<file path="config.mk">
export PLATFORM = sky130hd
export DESIGN_NAME = conv_operand_buffer
export DESIGN_NICKNAME = d
export VERILOG_FILES = /design/src/rtl/conv_operand_buffer.sv
export SDC_FILE = /design/constraint.sdc
export NUM_CORES = 1
export LEC_CHECK = 0
export CAP_MARGIN = 0
export CORE_MARGIN = 2
export CORE_UTILIZATION = 51
export DETAILED_ROUTE_END_ITERATION = 7
export PLACE_DENSITY = 0.92
export SLEW_MARGIN = 20
export SYNTH_ARGS = -nofsm -noshare
export SYNTH_HDL_FRONTEND = slang
export SYNTH_SLANG_ARGS = --single-unit
</file>
<file path="constraint.sdc">
create_clock -name clk -period 3.45 [get_ports clk]
set_input_delay 0.69 -clock clk [delete_from_list [all_inputs] [get_ports clk]]
set_output_delay 0.69 -clock clk [all_outputs]
set_load 0.01 [all_outputs]
</file>
<file path="src/rtl/conv_operand_buffer.sv">
// Run-time loadable operand store: a serial load of an input tile then a filter,
// presented as flat buses plus a selectable K_DIM x K_DIM input window.
module conv_operand_buffer #(
  parameter  int DATA_W  = 8,
  parameter  int IN_DIM  = 4,
  parameter  int K_DIM   = 3,
  localparam int N_IN    = IN_DIM * IN_DIM,
  localparam int N_F     = K_DIM * K_DIM,
  localparam int OUT_DIM = IN_DIM - K_DIM + 1,
  localparam int CNT_W   = $clog2(N_IN + N_F + 1),
  localparam int POS_W   = (OUT_DIM > 1) ? $clog2(OUT_DIM) : 1
) (
  input  logic                   clk,
  input  logic                   rst,
  input  logic                   start,
  input  logic                   load_valid,
  input  logic [DATA_W-1:0]      load_data,
  output logic                   load_ready,
  input  logic                   release_tile,
  output logic                   busy,
  output logic                   data_valid,
  output logic [CNT_W-1:0]       load_count,
  output logic [N_IN*DATA_W-1:0] input_data,
  output logic [N_F*DATA_W-1:0]  filter_data,
  input  logic [POS_W-1:0]       win_row,
  input  logic [POS_W-1:0]       win_col,
  output logic [N_F*DATA_W-1:0]  window_data
);

  typedef enum logic [1:0] {IDLE, LOAD_IN, LOAD_F, FULL} state_t;

  state_t            state;
  state_t            state_next;
  logic [DATA_W-1:0] in_mem [N_IN];
  logic [DATA_W-1:0] f_mem  [N_F];
  logic              accept;

  // Handshake outputs decode from the registered state only.
  assign load_ready = (state == LOAD_IN) || (state == LOAD_F);
  assign busy       = load_ready;
  assign data_valid = (state == FULL);
  assign accept     = load_valid && load_ready;

  always_ff @(posedge clk or negedge rst) begin
    if (!rst) state <= IDLE;
    else      state <= state_next;
  end

  always_comb begin
    state_next = state;
    case (state)
      IDLE:    if (start) state_next = LOAD_IN;
      LOAD_IN: if (accept && load_count == CNT_W'(N_IN - 1)) state_next = LOAD_F;
      LOAD_F:  if (accept && load_count == CNT_W'(N_IN + N_F - 1)) state_next = FULL;
      FULL:    if (release_tile) state_next = IDLE;
      default: state_next = IDLE;
    endcase
  end

  always_ff @(posedge clk or negedge rst) begin
    if (!rst) begin
      load_count <= '0;
      for (int i = 0; i < N_IN; i++) in_mem[i] <= '0;
      for (int j = 0; j < N_F; j++)  f_mem[j]  <= '0;
    end else if (state == IDLE && start) begin
      load_count <= '0;
    end else if (accept) begin
      load_count <= load_count + CNT_W'(1);
      for (int i = 0; i < N_IN; i++)
        if (state == LOAD_IN && load_count == CNT_W'(i)) in_mem[i] <= load_data;
      for (int j = 0; j < N_F; j++)
        if (state == LOAD_F && load_count == CNT_W'(N_IN + j)) f_mem[j] <= load_data;
    end
  end

  always_comb begin
    input_data = '0;
    for (int i = 0; i < N_IN; i++) input_data[i*DATA_W +: DATA_W] = in_mem[i];
  end

  always_comb begin
    filter_data = '0;
    for (int j = 0; j < N_F; j++) filter_data[j*DATA_W +: DATA_W] = f_mem[j];
  end

  // Each window element is found by matching the tile index, so every array
  // index stays constant and an off-tile origin simply yields zero.
  always_comb begin
    window_data = '0;
    if (int'(win_row) < OUT_DIM && int'(win_col) < OUT_DIM) begin
      for (int r = 0; r < K_DIM; r++)
        for (int c = 0; c < K_DIM; c++)
          for (int i = 0; i < N_IN; i++)
            if (i == (int'(win_row) + r) * IN_DIM + int'(win_col) + c)
              window_data[(r*K_DIM + c)*DATA_W +: DATA_W] = in_mem[i];
    end
  end

endmodule

</file>
==> flow_metrics.py, run 1 <==
metrics = {
    "timing": {
        "slew_headroom_pct": 30.9,
        "rsz0062_at_grt": "false",
        "tightest_slew_ps": 1030,
        "finalHoldViolations": 0,
        "clock-skew-final_ps": 9.76,
        "min_period_over_period_pct": 85.6,
        "final.setup.tns_ps": 0,
        "fmax_mhz": 339,
        "hold_slack_ps": 110,
        "setup_viol": 0,
        "drv_slew": 0,
        "period_needed_ps": 2950,
    },
    "synth": {
        "syn-num-nets": 622,
        "syn_inst": 598,
        "ys_seq_area_share_pct": 52.6,
        "synthXorXnorAreaFrac_pct": 0.267,
        "ys_warn_count": 0,
        "synth_area_leaders": "dfrtp_1 (53%), mux2_2 (22%), mux4_2 (16%)",
        "netlist.area_leader.share_pct": 52.6,
        "synth_seq_cells": 207,
        "synth_fa_ha_area_share_pct": 1.14,
        "synth.area.mux_share_pct": 39.5,
        "synth_cell_types": 32,
        "synth_top_family_by_area": "multiplexers",
        "synthSimpleGateAreaFrac_pct": 4.03,
        "synth_compound_area_share_pct": 0.356,
        "synth_top_area_cell": "dfrtp_1",
        "synth_area_um2": 9840,
        "synth.avg_cell_area_um2": 16.5,
    },
    "cells_and_area": {
        "ff_latch_area_um2": 5180,
        "final_util_pct": 73.5,
        "finalInstanceArea_um2": 13800,
        "antenna_cells": 0,
        "final_common_cell": "clkdlybuf4s50_1",
        "area_delta_synth_final_pct": 40.7,
        "drive_gt1_share_pct": 37.8,
        "n_fill_cell": 1218,
        "multi_input_area_um2": 4460,
        "nets": 909,
        "layout_common_cells": "clkdlybuf4s50_1 (291), dfrtp_1 (207), mux2_2 (189), mux4_2 (72)",
    },
    "route": {
        "vias": 6688,
        "drt_iter0_drc": 325,
        "vias_per_cell": 5.77,
        "drc": 0,
        "first_pass_iters": 4,
        "wirelength_mm": 28.8,
        "ant_nets": 0,
        "wl_per_cell_um": 24.8,
    },
    "global_route": {
        "grt_pass1_vias": 7093,
        "grt_pass1_wl_mm": 43.4,
        "overflow": 0,
        "grt_antenna_before_repair": 0,
        "track_usage_pct": 28.4,
        "grt_start_max_net_pins": 90,
    },
    "cts": {
        "hold_buffers": 0,
        "cts_setup_buffers": 0,
        "cts_buffers": 22,
        "h-tree-depth": 1,
        "insertion_delay_ps": 490,
        "clk_pin_slew_ps": 60,
        "cts.sinks": 207,
        "tritoncts": "yes",
        "clockRootBuffer": "clkbuf_16",
        "ctsResizeCount": 0,
        "clock_path_buffers": 3,
    },
    "worst_setup_path": {
        "cp.arrival_ps": 2260,
        "worst_path_largest_cell_delay_ps": 520,
        "rr_endpoint": "input_data[31]$_DFFE_PN0P_",
        "reg2regPathDepth": 6,
        "crit_start": "win_row",
        "r2r_slack_ps": 850,
        "reg2reg_from": "state[0]$_DFFE_PN0P_",
        "critPathRequiredTime_ps": 2760,
        "crit_slowest_cell": "mux4_2",
        "path_class": "input port to output port",
        "cp-end-kind": "output port",
        "path_max_fanout": 24,
        "cp_cell_sequence": "buf_4 > buf_12 > mux4_2 > clkdlybuf4s50_1",
        "cp-start-kind": "input port",
    },
    "status": {
        "outcome": "completed",
    },
    "die": {
        "die_x_um": 143,
        "ios": 295,
        "die_h_um": 143,
        "coreArea_um2": 18800,
        "rows": 50,
        "start_util_pct": 52.3,
        "dieArea_um2": 20400,
    },
    "place": {
        "portBuffers": 294,
        "place_hpwl_mm": 20.0,
        "placed_area_um2": 13100,
        "gp_congestion": 0.794,
    },
    "power_and_ir_drop": {
        "max-vdd-ir-drop_v": 0.000569,
        "p_per_area_nw_per_um2": 708,
        "leakage_uw": 0.00617,
    },
    "min_path": {
        "hp-class": "input port to async pin",
    },
    "run": {
        "maxCapViolCount": 0,
    },
}
cell families (layout without fill, tap and decap cells):
logic type	count (synthesis)	in the layout
multiplexers	273	273
adder cells (fa/ha/maj)	9	9
flip-flops	207	207
XOR/XNOR	3	3
AND/OR/NAND/NOR	53	53
AO/OA/AOI/OAI	5	5
buffers and inverters	48	350
per-layer routing:
layer	global-route usage [%]	wire, um	vias up
li1	-	-	2835
met1	36.5	11200	3517
met2	47.2	14300	307
met3	9.73	2840	29
met4	5.84	480	0
met5	0	0	-
power breakdown:
part | leakage [uW] | switching, uW | internal [uW] | total [uW]
Combinational | 0.00296 | 1430 | 2200 | 3620
Sequential | 0.00283 | 617 | 3020 | 3640
Clock | 0.000383 | 932 | 1600 | 2530
area by class of cell:
type	instances	area share [%]
Clock buffer	32	4.69
Clock inverter	7	0.994
Inverter	8	0.217
Multi-Input combinational cell	343	32.2
Sequential cell	207	37.4
Tap cell	260	2.35
Timing Repair Buffer	303	22.2
critical path: cells and delay by family:
kind	cells	cell delay (ps)
buffers and inverters	3	1020
muxes	1	520
cells in the mapped netlist, drive strengths merged:
master and n:
nand4 1, mux4 72, a222oi 1, or2 1, nand2 30, mux2 201
or3b 1, nand2b 3, inv 8, and3 1, nor4 6, a21oi 1
nor3 1, a211oi 1, a22oi 1, ha 9, dfrtp 207, o21ai 1
xor2 2, nand3 1, clkbuf 20, nor2 5, and2 2, xnor2 1
nand3b 1, buf 20
registers in the layout, summed over array words and instances, names as in the netlist:
name / cells
input_data: 128
state: 2
load_count: 5
filter_data: 72
worst max-delay path by stage:
stage,to
4_1_cts,window_data[51]
6_report,window_data[51]
5_1_grt,window_data[42]
3_5_place_dp,window_data[51]
3_3_place_gp,window_data[40]
2_1_floorplan,window_data[17]
per-stage QoR:
step,cells,total power (uW),setup WS [ps]
after floorplan,598,5180,712
after global placement,1121,7180,500
after detailed placement,1121,7290,483
after CTS,1160,9860,482
after global routing,1160,10300,431
final,1160,9800,497
Power figures use the tool's default switching activity.
==> run 2: changes to the inputs <==
--- a/config.mk
+++ b/config.mk
@@ -6,6 +6,7 @@
 export NUM_CORES = 1
 export LEC_CHECK = 0
 export CAP_MARGIN = 0
+export CORE_ASPECT_RATIO = 0.6
 export CORE_MARGIN = 2
 export CORE_UTILIZATION = 51
 export DETAILED_ROUTE_END_ITERATION = 7
==> run 2 against run 1 <==
Against the previous run: sequential share of layout area is 0.44 points higher; clock skew is 1.5 ps higher; sequential power hardly changed; power is 3.4% lower; fmax is 1.4% higher; count of clock-buffer cells in the layout is 3 lower; critical path depth stayed put; first-iteration DRC count is 72% higher; register-to-register slack worse by 120 ps; worst hold slack better by 100 ps; global-route usage is 0.25 points higher; non-clock buffer count is 2 lower.
==> flow_metrics.py, run 2 (synthesized netlist as in run 1, its figures left out) <==
metrics = {
    "place": {
        "portBuffers": 294,
        "place_hpwl_mm": 20.2,
        "dp_slack_ps": 502,
        "gp_congestion": 0.876,
        "dp.cells": 1105,
    },
    "worst_setup_path": {
        "cp-end-kind": "output port",
        "path_max_fanout": 46,
        "path_class": "input port to output port",
        "critPathRequiredTime_ps": 2760,
        "crit_start": "win_row",
        "cp_cell_sequence": "buf_4 > buf_12 > mux4_2 > clkdlybuf4s50_1",
        "cp-start-kind": "input port",
        "crit_slowest_cell": "mux4_2",
        "worst_path_largest_cell_delay_ps": 570,
        "reg2reg_from": "state[0]$_DFFE_PN0P_",
        "cp.arrival_ps": 2220,
    },
    "cells_and_area": {
        "final_common_cell": "clkdlybuf4s50_1",
        "antenna_cells": 0,
        "stdcell_count": 1139,
        "nets": 905,
        "final_util_pct": 72.1,
        "area_delta_synth_final_pct": 39.1,
        "drive_gt1_share_pct": 37.5,
        "layout_common_cells": "clkdlybuf4s50_1 (291), dfrtp_1 (207), mux2_2 (189), mux4_2 (72), nand2_2 (23)",
        "largest_reg_flops": 128,
    },
    "route": {
        "drt_iter0_drc": 560,
        "wl_per_cell_um": 25.4,
        "wirelength_mm": 28.9,
        "ant_nets": 0,
        "drc": 0,
        "vias_per_cell": 6.01,
        "first_pass_iters": 5,
        "vias": 6846,
    },
    "cts": {
        "insertion_delay_ps": 490,
        "cts.sinks": 207,
        "cts_buffers": 20,
        "clockRootBuffer": "clkbuf_16",
        "clock_path_buffers": 3,
        "ctsResizeCount": 0,
        "cts_setup_buffers": 0,
        "hold_buffers": 0,
        "clk_pin_slew_ps": 70,
        "h-tree-depth": 1,
        "tritoncts": "yes",
    },
    "global_route": {
        "grt_pass1_wl_mm": 43.8,
        "overflow": 0,
        "grt_antenna_before_repair": 0,
        "track_usage_pct": 28.6,
        "grt_start_max_net_pins": 77,
        "grt_pass1_vias": 6946,
    },
    "die": {
        "start_util_pct": 51.8,
        "rows": 39,
        "ios": 295,
        "dieArea_um2": 20500,
        "die_x_um": 183,
        "die_h_um": 112,
        "coreArea_um2": 19000,
    },
    "timing": {
        "drv_slew": 0,
        "fmax_mhz": 343,
        "finalHoldViolations": 0,
        "layout_setup_ws_ps": 538,
        "tightest_slew_ps": 908,
        "min_period_over_period_pct": 84.4,
        "rsz0062_at_grt": "false",
        "setup_viol": 0,
        "slew_headroom_pct": 39.3,
        "period_needed_ps": 2910,
        "clock-skew-final_ps": 11.2,
        "final.setup.tns_ps": 0,
    },
    "power_and_ir_drop": {
        "p_per_area_nw_per_um2": 692,
        "power.total_uw": 9470,
        "leakage_uw": 0.00610,
        "max-vdd-ir-drop_v": 0.000542,
    },
    "min_path": {
        "hp-class": "input port to async pin",
    },
    "run": {
        "maxCapViolCount": 0,
    },
    "status": {
        "outcome": "completed",
    },
}
run 2: per-layer routing:
metal | vias to the layer above | global-route usage (%) | wire length (um)
met5 | - | 0 | 0
met4 | 0 | 5.44 | 501
met3 | 39 | 6.31 | 2200
met2 | 303 | 43.7 | 13300
met1 | 3678 | 43.0 | 12900
li1 | 2826 | - | -
run 2: cell type report:
cell class / instances / area [um^2]
Tap cell: 246 / 308
Timing Repair Buffer: 301 / 3060
Sequential cell: 207 / 5180
Fill cell: 1262 / 5290
Inverter: 8 / 30.0
Multi-Input combinational cell: 343 / 4460
Clock buffer: 29 / 606
Clock inverter: 5 / 52.6
run 2: worst paths after layout:
check | endpoint | slack [ps] | depth (start not counted)
min in group clk | filter_data[61]$_DFFE_PN0P_ | 500 | 1
setup / recovery | window_data[52] | 540 | 4
hold reg to reg | filter_data[61]$_DFFE_PN0P_ | 500 | 1
setup reg to reg | input_data[7]$_DFFE_PN0P_ | 730 | 6
hold / removal | filter_data[42]$_DFFE_PN0P_ | 210 | 1
max in group asynchronous | input_data[112]$_DFFE_PN0P_ | 2400 | 2
run 2: through the flow:
step           area (um^2)  hold slack [ps]
2_1_floorplan         9840              394
3_3_place_gp         13000              477
3_5_place_dp         13000              492
4_1_cts              13700              242
5_1_grt              13700              259
6_report             13700              212
run 2: power by group:
group / internal (uW) / switching, uW
clock network: 1290 / 913
logic: 2200 / 1400
registers: 3020 / 638
total: 6510 / 2960
run 2: critical path: cells and delay by family:
| family | cells | cell delay, ps |
|---|---|---|
| buffers and inverters | 3 | 950 |
| muxes | 1 | 570 |
